## src/rtl/vga_timing_gen.sv

```systemverilog
// rtl/vga_timing_gen.sv - VGA raster timing generator with one-hot colour palette
// Optional feature macro: VGA_TEST_PATTERN_EN (adds test_mode input, 8 vertical colour bars)
module vga_timing_gen #(
  parameter int CLK_DIV  = 2,
  parameter int H_ACTIVE = 640,
  parameter int H_FP     = 16,
  parameter int H_SYNC   = 96,
  parameter int H_BP     = 48,
  parameter int V_ACTIVE = 480,
  parameter int V_FP     = 10,
  parameter int V_SYNC   = 2,
  parameter int V_BP     = 33,
  parameter int HS_POL   = 0,
  parameter int VS_POL   = 0,
  parameter int CW       = 4,
  parameter int CNT_W    = 11
) (
  input  logic             clk,
  input  logic             rst_n,
  input  logic [7:0]       pixel_color,
`ifdef VGA_TEST_PATTERN_EN
  input  logic             test_mode,
`endif
  output logic             pix_ce,
  output logic [CNT_W-1:0] pix_x,
  output logic [CNT_W-1:0] pix_y,
  output logic             pix_active,
  output logic             frame_start,
  output logic             hsync,
  output logic             vsync,
  output logic             de,
  output logic [CW-1:0]    R,
  output logic [CW-1:0]    G,
  output logic [CW-1:0]    B
);

  localparam int H_TOTAL = H_ACTIVE + H_FP + H_SYNC + H_BP;
  localparam int V_TOTAL = V_ACTIVE + V_FP + V_SYNC + V_BP;
  localparam int DIV_W   = (CLK_DIV > 1) ? $clog2(CLK_DIV) : 1;

  localparam logic [DIV_W-1:0] DIV_LAST = DIV_W'(CLK_DIV - 1);
  localparam logic [CNT_W-1:0] H_LAST   = CNT_W'(H_TOTAL - 1);
  localparam logic [CNT_W-1:0] V_LAST   = CNT_W'(V_TOTAL - 1);
  localparam logic [CNT_W-1:0] H_ACT    = CNT_W'(H_ACTIVE);
  localparam logic [CNT_W-1:0] V_ACT    = CNT_W'(V_ACTIVE);
  localparam logic [CNT_W-1:0] HS_START = CNT_W'(H_ACTIVE + H_FP);
  localparam logic [CNT_W-1:0] HS_END   = CNT_W'(H_ACTIVE + H_FP + H_SYNC);
  localparam logic [CNT_W-1:0] VS_START = CNT_W'(V_ACTIVE + V_FP);
  localparam logic [CNT_W-1:0] VS_END   = CNT_W'(V_ACTIVE + V_FP + V_SYNC);
  localparam logic             HS_ON    = 1'(HS_POL);
  localparam logic             VS_ON    = 1'(VS_POL);

  logic [DIV_W-1:0] div_q, div_d;
  logic             pix_ce_q, pix_ce_d;
  logic [CNT_W-1:0] h_cnt_q, h_cnt_d;
  logic [CNT_W-1:0] v_cnt_q, v_cnt_d;
  logic             hsync_q, hsync_d;
  logic             vsync_q, vsync_d;
  logic             de_q, de_d;
  logic [CW-1:0]    r_q, r_d;
  logic [CW-1:0]    g_q, g_d;
  logic [CW-1:0]    b_q, b_d;

  logic             active;
  logic             hs_win;
  logic             vs_win;
  logic [7:0]       color_sel;
  logic [11:0]      pal_rgb;

  // Nominal 4-bit {R,G,B} for a one-hot colour; anything else is black.
  function automatic logic [11:0] palette(input logic [7:0] sel);
    case (sel)
      8'h01:   palette = 12'h000;
      8'h02:   palette = 12'h00F;
      8'h04:   palette = 12'hA22;
      8'h08:   palette = 12'hDFF;
      8'h10:   palette = 12'hF00;
      8'h20:   palette = 12'h808;
      8'h40:   palette = 12'hFF0;
      8'h80:   palette = 12'hFFF;
      default: palette = 12'h000;
    endcase
  endfunction

  // Replicate the nibble to 8 bits and keep the top CW bits so full scale stays full scale.
  function automatic logic [CW-1:0] widen(input logic [3:0] v);
    widen = CW'({v, v} >> (8 - CW));
  endfunction

`ifdef VGA_TEST_PATTERN_EN
  logic [7:0] bar_color;

  // Bar index (h*8)/H_ACTIVE via constant thresholds ceil(k*H_ACTIVE/8); bar 0 is white.
  always_comb begin
    bar_color = 8'h80;
    for (int k = 1; k < 8; k++) begin
      if (h_cnt_q >= CNT_W'((k * H_ACTIVE + 7) / 8)) begin
        bar_color = 8'h80 >> k;
      end
    end
  end

  assign color_sel = test_mode ? bar_color : pixel_color;
`else
  assign color_sel = pixel_color;
`endif

  // Clock divider and raster counters; counters step only on a pixel tick.
  always_comb begin
    div_d    = (div_q == DIV_LAST) ? '0 : div_q + 1'b1;
    pix_ce_d = (div_q == DIV_LAST);
    h_cnt_d  = h_cnt_q;
    v_cnt_d  = v_cnt_q;
    if (pix_ce_q) begin
      if (h_cnt_q == H_LAST) begin
        h_cnt_d = '0;
        v_cnt_d = (v_cnt_q == V_LAST) ? '0 : v_cnt_q + 1'b1;
      end else begin
        h_cnt_d = h_cnt_q + 1'b1;
      end
    end
  end

  assign active  = (h_cnt_q < H_ACT) && (v_cnt_q < V_ACT);
  assign hs_win  = (h_cnt_q >= HS_START) && (h_cnt_q < HS_END);
  assign vs_win  = (v_cnt_q >= VS_START) && (v_cnt_q < VS_END);
  assign pal_rgb = palette(color_sel);

  // Output stage: capture sync/de/RGB for the current coordinate on each tick, hold otherwise.
  always_comb begin
    hsync_d = hsync_q;
    vsync_d = vsync_q;
    de_d    = de_q;
    r_d     = r_q;
    g_d     = g_q;
    b_d     = b_q;
    if (pix_ce_q) begin
      hsync_d = hs_win ? HS_ON : ~HS_ON;
      vsync_d = vs_win ? VS_ON : ~VS_ON;
      de_d    = active;
      if (active) begin
        r_d = widen(pal_rgb[11:8]);
        g_d = widen(pal_rgb[7:4]);
        b_d = widen(pal_rgb[3:0]);
      end else begin
        r_d = '0;
        g_d = '0;
        b_d = '0;
      end
    end
  end

  // State registers with asynchronous reset to the idle, blanked raster origin.
  always_ff @(posedge clk or negedge rst_n) begin
    if (!rst_n) begin
      div_q    <= '0;
      pix_ce_q <= 1'b0;
      h_cnt_q  <= '0;
      v_cnt_q  <= '0;
      hsync_q  <= ~HS_ON;
      vsync_q  <= ~VS_ON;
      de_q     <= 1'b0;
      r_q      <= '0;
      g_q      <= '0;
      b_q      <= '0;
    end else begin
      div_q    <= div_d;
      pix_ce_q <= pix_ce_d;
      h_cnt_q  <= h_cnt_d;
      v_cnt_q  <= v_cnt_d;
      hsync_q  <= hsync_d;
      vsync_q  <= vsync_d;
      de_q     <= de_d;
      r_q      <= r_d;
      g_q      <= g_d;
      b_q      <= b_d;
    end
  end

  assign pix_ce      = pix_ce_q;
  assign pix_x       = h_cnt_q;
  assign pix_y       = v_cnt_q;
  assign pix_active  = active;
  assign frame_start = pix_ce_q && (h_cnt_q == '0) && (v_cnt_q == '0);
  assign hsync       = hsync_q;
  assign vsync       = vsync_q;
  assign de          = de_q;
  assign R           = r_q;
  assign G           = g_q;
  assign B           = b_q;

endmodule

```

## config.mk

```make
export PLATFORM = sky130hd
export DESIGN_NAME = vga_timing_gen
export DESIGN_NICKNAME = d
export VERILOG_FILES = /design/src/rtl/vga_timing_gen.sv
export SDC_FILE = /design/constraint.sdc
export NUM_CORES = 1
export LEC_CHECK = 0
export CAP_MARGIN = 30
export CORE_ASPECT_RATIO = 0.6
export CORE_UTILIZATION = 45
export DETAILED_ROUTE_END_ITERATION = 7
export GPL_ROUTABILITY_DRIVEN = 0
export PLACE_DENSITY = 0.74
export SYNTH_ARGS = -nofsm -noshare
export SYNTH_HDL_FRONTEND = slang
export SYNTH_SLANG_ARGS = --single-unit
```

## constraint.sdc

```tcl
create_clock -name clk -period 3.4 [get_ports clk]
set_input_delay 0.51 -clock clk [delete_from_list [all_inputs] [get_ports clk]]
set_output_delay 0.51 -clock clk [all_outputs]
set_load 0.005 [all_outputs]
```

==> reports/results.tsv, run 1 <==
metric	value	unit
status	finished clean	
Worst Hold Path Cells	0	
ANT cells	0	
critical path class	reg -> out	
Detail Placement HPWL	3.60	mm
IO Port Bufs	49	
share of layout cells above drive strength 1	9.68	%
Slew HR	40.5	%
Mapped Cells	200	
routed length per instance	15.6	um
largest net degree at the start of global routing	36	
Net Sw Frac	21.2	%
I/O pin count	50	
First-pass DRT Iterations	4	
ys flop type	dfrtp_1	
Synth async-reset ratio	100	%
final WL	4.80	mm
Peak Freq	0.368	GHz
chip height	53.0	um
Syn Nets	214	
Max FO, Critical Path	5	
PD cells	307	nW/um^2
Reg power frac	53.2	%
P&R area growth vs syn	31.4	%
first-pass GRT wire length	7.80	mm
Slew @ Worst Pin	881	ps
Setup-failing EPs final	0	
Post-CTS Setup Bufs	0	
CTS resizes	0	
number of nets in the layout	261	
Pint	0.619	mW
# DRC	0	
die width	86.9	um
Iteration-0 DRC Markers	130	
clk buf depth	2	
Synth Cell Area	1950	sq um
peak supply drop	0.242	mV
Worst-path clk slew	60	ps
Core Region	4120	sq um
post-synthesis sequential area ratio	45.1	%
Worst setup EP type	primary output	
CP Launch Type	flop	
CP arrival	2210	ps
Worst-Skew Late Latency	290	ps
Ys Warns	0	
CTS Sinks	35	
number of library cell types mapped by synthesis	49	
pins over their slew limit	0	
Worst R2R Path Depth	4	
Routed Antenna Nets	0	
fin crit period	2720	ps
WP data required	2890	ps
end of the worst register-to-register path	pix_y[3]$_DFFE_PN0P_	
Gate power share	4.9	%
initial antenna violation count	0	
Hold Crit Class	reg -> reg	
Tot GR Track Use	23.2	%
final worst-path cycle share	79.9	%
LEAKAGE	1.05	nW
mean post-synth cell area	9.74	sq um
RSZ-0062 raised after global routing	false	
R2R Setup Slk	1290	ps
NetSw	0.166	mW
CTS Buf Count	5	
# H-tree levels	2	
vias in the first global route	1495	
die area	4600	sq um
FF-to-FF Start	pix_x[10]$_DFFE_PN0P_	
vias	1705	
clk root buf	clkbuf_8	
clock power share	41.9	%
FP Rows	18	
Vias/cell	5.54	
max_cap viols	0	
post-route setup TNS	0	ps
Post-synth EDFFs	0	
Fin Hold WS	379	ps
Starting Density	47.3	%
Final Hold Viols	0	
global route overflow	0	
Final Skew	5.66	ps
register bit total from synthesis	35	
cts hold-fix bufs	0	
TritonCTS clock tree	built	
Hold Startpoint	div_q$_DFF_PN0_	
Worst Hold End	pix_ce$_DFF_PN0_	
-- power by group through the flow --
stage	Sequential [mW]	Combinational [mW]	Clock, mW
floorplan	0.425	0.0123	0
global placement	0.425	0.0387	0
detailed placement	0.425	0.0388	0
CTS	0.417	0.0389	0.337
global route	0.417	0.0425	0.360
finish	0.417	0.0385	0.329
-- placed cells by master (no fill, tap or decap), types with 2 or more instances in the layout --
master           instances
a22o_1                   2
xor2_1                   6
a21oi_1                  2
nor3b_1                  2
ha_1                     4
nor4_1                   7
clkbuf_8                 7
dfrtp_1                 33
nand2b_1                 2
buf_4                    3
or2_2                    2
nor3_1                   7
inv_1                   12
mux2_2                   2
nor2_1                  11
and3_1                   8
clkdlybuf4s50_1         49
a31oi_1                  2
or4_4                    3
nand3_1                  7
nor4b_1                  2
dfstp_2                  2
nor2b_1                  3
xnor2_1                  9
o21ai_0                 12
nand2_1                 13
nand4_1                  9
o31ai_1                  3
o2bb2ai_1                4
-- flip-flops by register name, indices dropped and copies added, names as in the netlist --
name and cells:
B 3, pix_ce 1, vsync 1, div_q 1
R 3, pix_y 11, hsync 1, de 1
G 2, pix_x 11
-- worst max-delay path, stage by stage, from the launching register on --
cell and delay [ps]:
dfrtp_1 430, inv_1 110, ha_1 170, nor4b_1 500
nand2_1 100, nor2_1 120, clkdlybuf4s50_1 500
-- metrics by stage --
step           cells  area [sq um]  power, mW  worst slack, ps  util (%)
6_report         308          2560      0.785              682      62.1
3_3_place_gp     300          2460      0.464              820      59.7
2_1_floorplan    200          1950      0.437             1370         -
5_1_grt          308          2560      0.820              518      62.1
3_5_place_dp     300          2460      0.464              694      59.7
4_1_cts          308          2560      0.794              679      62.1
-- cell type report --
type	instances	area (sq um)
clock buffers	8	100
multi-input cells	141	948
fillers	361	1560
inverters	12	45.0
repair buffers	52	513
flip-flops and latches	35	878
well taps	60	75.1
-- routing by layer --
metal | up-vias | GRT usage, % | wire [um]
li1 | 823 | - | -
met1 | 816 | 37.3 | 2590
met2 | 61 | 29.1 | 1850
met3 | 5 | 5.77 | 317
met4 | 0 | 7.22 | 38
met5 | - | 0 | 0
-- how the worst max path moves through the flow --
stage          slack [ps]              endpoint                  from
5_1_grt               520           frame_start  pix_y[0]$_DFFE_PN0P_
2_1_floorplan        1370  pix_y[9]$_DFFE_PN0P_  pix_x[5]$_DFFE_PN0P_
6_report              680           frame_start  pix_y[0]$_DFFE_PN0P_
3_5_place_dp          690      B[3]$_DFFE_PN0P_        pixel_color[1]
3_3_place_gp          820      B[3]$_DFFE_PN0P_        pixel_color[5]
4_1_cts               680           frame_start  pix_y[0]$_DFFE_PN0P_
-- cells in the mapped netlist, types with 3 or more instances --
| cell | number | area [sq um] |
|---|---|---|
| and3_1 | 8 | 50.1 |
| buf_4 | 4 | 30.0 |
| clkbuf_1 | 5 | 18.8 |
| dfrtp_1 | 33 | 826 |
| ha_1 | 4 | 50.1 |
| inv_1 | 12 | 45.0 |
| nand2_1 | 13 | 48.8 |
| nand3_1 | 7 | 35.0 |
| nand4_1 | 9 | 56.3 |
| nor2_1 | 11 | 41.3 |
| nor2b_1 | 3 | 18.8 |
| nor3_1 | 7 | 35.0 |
| nor4_1 | 7 | 43.8 |
| o21ai_0 | 12 | 60.1 |
| o2bb2ai_1 | 4 | 35.0 |
| o31ai_1 | 3 | 22.5 |
| or4_4 | 3 | 33.8 |
| xnor2_1 | 9 | 78.8 |
| xor2_1 | 6 | 52.6 |
-- cell families (layout without fill, tap and decap cells) --
family	count (synthesis)	in the layout	synth area share (%)
AND/OR/NAND/NOR	82	82	24.3
AO/OA/AOI/OAI	38	38	13.9
buffers and inverters	24	72	6.23
adder cells (fa/ha/maj)	4	4	2.57
XOR/XNOR	15	15	6.74
flip-flops	35	35	45.1
multiplexers	2	2	1.16
(Power assumes the default switching activity.)
==> run 2, diff against run 1 <==
Settings changed: CORE_UTILIZATION 45 to 44, PLACE_DENSITY 0.74 to 0.76.
Clock period 3.4 ns to 2.4 ns, I/O delays scaled along.
==> run 2 against run 1 <==
Against the previous run: critical path depth is 2 lower; wire length is 4.3% higher; global-route usage is 0.90 points lower; largest cell class unchanged.
==> reports/results.tsv, run 2 (synthesis results as in run 1) <==
metric	value	unit	change
status	finished clean		unchanged
Post-CTS Setup Bufs	0		unchanged
clk buf depth	2		unchanged
# DRC	0		unchanged
TritonCTS clock tree	built		unchanged
Setup-failing EPs final	0		unchanged
LEAKAGE	1.13	nW	was 1.05 nW
Fin Hold WS	390	ps	was 379 ps
WP data required	2040	ps	was 2890 ps
Slew @ Worst Pin	539	ps	was 881 ps
CTS Sinks	35		unchanged
First-pass DRT Iterations	4		unchanged
peak supply drop	0.305	mV	was 0.242 mV
PD cells	474	nW/um^2	was 307 nW/um^2
vias	1732		was 1705
final worst-path cycle share	95.0	%	
critical path class	reg -> out		unchanged
Setup WS post-layout	119	ps	was 682 ps
final WL	5.00	mm	was 4.80 mm
CP Launch Type	flop		unchanged
first-pass GRT wire length	7.51	mm	was 7.80 mm
Slew HR	63.6	%	was 40.5%
Vias/cell	5.43		was 5.54
dpl ws	31.0	ps	was 694 ps
Worst-path clk slew	70	ps	was 60 ps
max_cap viols	0		unchanged
cts hold-fix bufs	0		unchanged
Detail Placement HPWL	3.72	mm	was 3.60 mm
IO Port Bufs	49		unchanged
clk root buf	clkbuf_8		unchanged
Final Skew	11.0	ps	was 5.66 ps
final core utilization	65.0	%	was 62.1%
initial antenna violation count	0		unchanged
die width	87.9	um	was 86.9 um
most common cell after layout, fill and taps aside	clkdlybuf4s50_1		unchanged
fin cells	319		was 308
Max FO, Critical Path	7		was 5
CTS resizes	0		unchanged
CP arrival	1920	ps	was 2210 ps
# H-tree levels	2		unchanged
CTS Buf Count	5		unchanged
die area	4710	sq um	was 4600 sq um
vias in the first global route	1423		was 1495
I/O pin count	50		unchanged
pins over their slew limit	0		unchanged
placed insts	311		was 300
FP Rows	18		unchanged
share of layout cells above drive strength 1	15.4	%	was 9.68%
Area after DPL	2540	sq um	was 2460 sq um
global route overflow	0		unchanged
most frequent cells in the layout	clkdlybuf4s50_1 (49), dfrtp_1 (32), buf_4 (14), nand2_1 (13)		was clkdlybuf4s50_1 (49), dfrtp_1 (33), nand2_1 (13), inv_1 (12), o21ai_0 (12)
Starting Density	46.8	%	was 47.3%
Worst-Skew Late Latency	290	ps	about the same
chip height	53.5	um	was 53.0 um
ANT cells	0		unchanged
Peak Freq	0.438	GHz	
number of nets in the layout	272		was 261
Iteration-0 DRC Markers	191		was 130
Core Region	4170	sq um	was 4120 sq um
Routed Antenna Nets	0		unchanged
Tot GR Track Use	22.3	%	was 23.2%
Final Hold Viols	0		unchanged
Hold Crit Class	reg -> reg		unchanged
final instance area	2710	sq um	was 2560 sq um
largest net degree at the start of global routing	36		unchanged
routed length per instance	15.7	um	was 15.6 um
P&R area growth vs syn	39.0	%	was 31.4%
fin crit period	2280	ps	
Worst setup EP type	primary output		unchanged
-- run 2: changes by cell type in the layout (fill, tap and decap cells not counted), sizes merged --
cell / previous run / this run
buf: 3 / 14
bufinv: 0 / 2
clkbuf: 8 / 5
clkinvlp: 0 / 1
-- run 2: metal layers --
layer / GRT usage (%) / vias up / part of all wire, %
met5: 0 / - / 0
met4: 6.83 / 0 / 0.54
met3: 6.29 / 2 / 7.6
met2: 25.5 / 70 / 38
met1: 37.7 / 815 / 53
li1: - / 845 / -
-- run 2: cell type report --
cell class / instances / area [sq um]
Clock buffer: 5 / 68.8
Clock inverter: 3 / 67.6
Fill cell: 340 / 1460
Inverter: 12 / 45.0
Multi-Input combinational cell: 141 / 976
Sequential cell: 35 / 880
Tap cell: 60 / 75.1
Timing Repair Buffer: 63 / 596
-- run 2: per-stage QoR --
stage                     power, mW  TNS [ps]
after detailed placement      0.662         0
after CTS                      1.29         0
final                          1.28         0
after global placement        0.662         0
after global routing           1.33     -53.0
after floorplan               0.620         0
-- run 2: critical path: stages, from the launching register on --
cell and delay (ps):
dfrtp_1 480, nor4_2 390, nand4_1 140, nor2_1 120
clkdlybuf4s50_1 510
-- run 2: power breakdown --
part / internal [mW] / switching [mW]
Combinational: 0.0280 / 0.0315
Sequential: 0.590 / 0.000474
Clock: 0.414 / 0.218
-- run 2: worst paths after layout --
path | depth (start not counted) | start | slack [ps] | endpoint
setup / recovery | 4 | pix_y[9]$_DFFE_PN0P_ | 120 | frame_start
hold reg to reg | 0 | div_q$_DFF_PN0_ | 390 | pix_ce$_DFF_PN0_
hold / removal | 0 | div_q$_DFF_PN0_ | 390 | pix_ce$_DFF_PN0_
max in group asynchronous | 2 | rst_n | 1590 | vsync$_DFFE_PN1P_
setup reg to reg | 4 | pix_x[10]$_DFFE_PN0P_ | 290 | pix_y[1]$_DFFE_PN0P_
min in group asynchronous | 2 | rst_n | 470 | R[3]$_DFFE_PN0P_
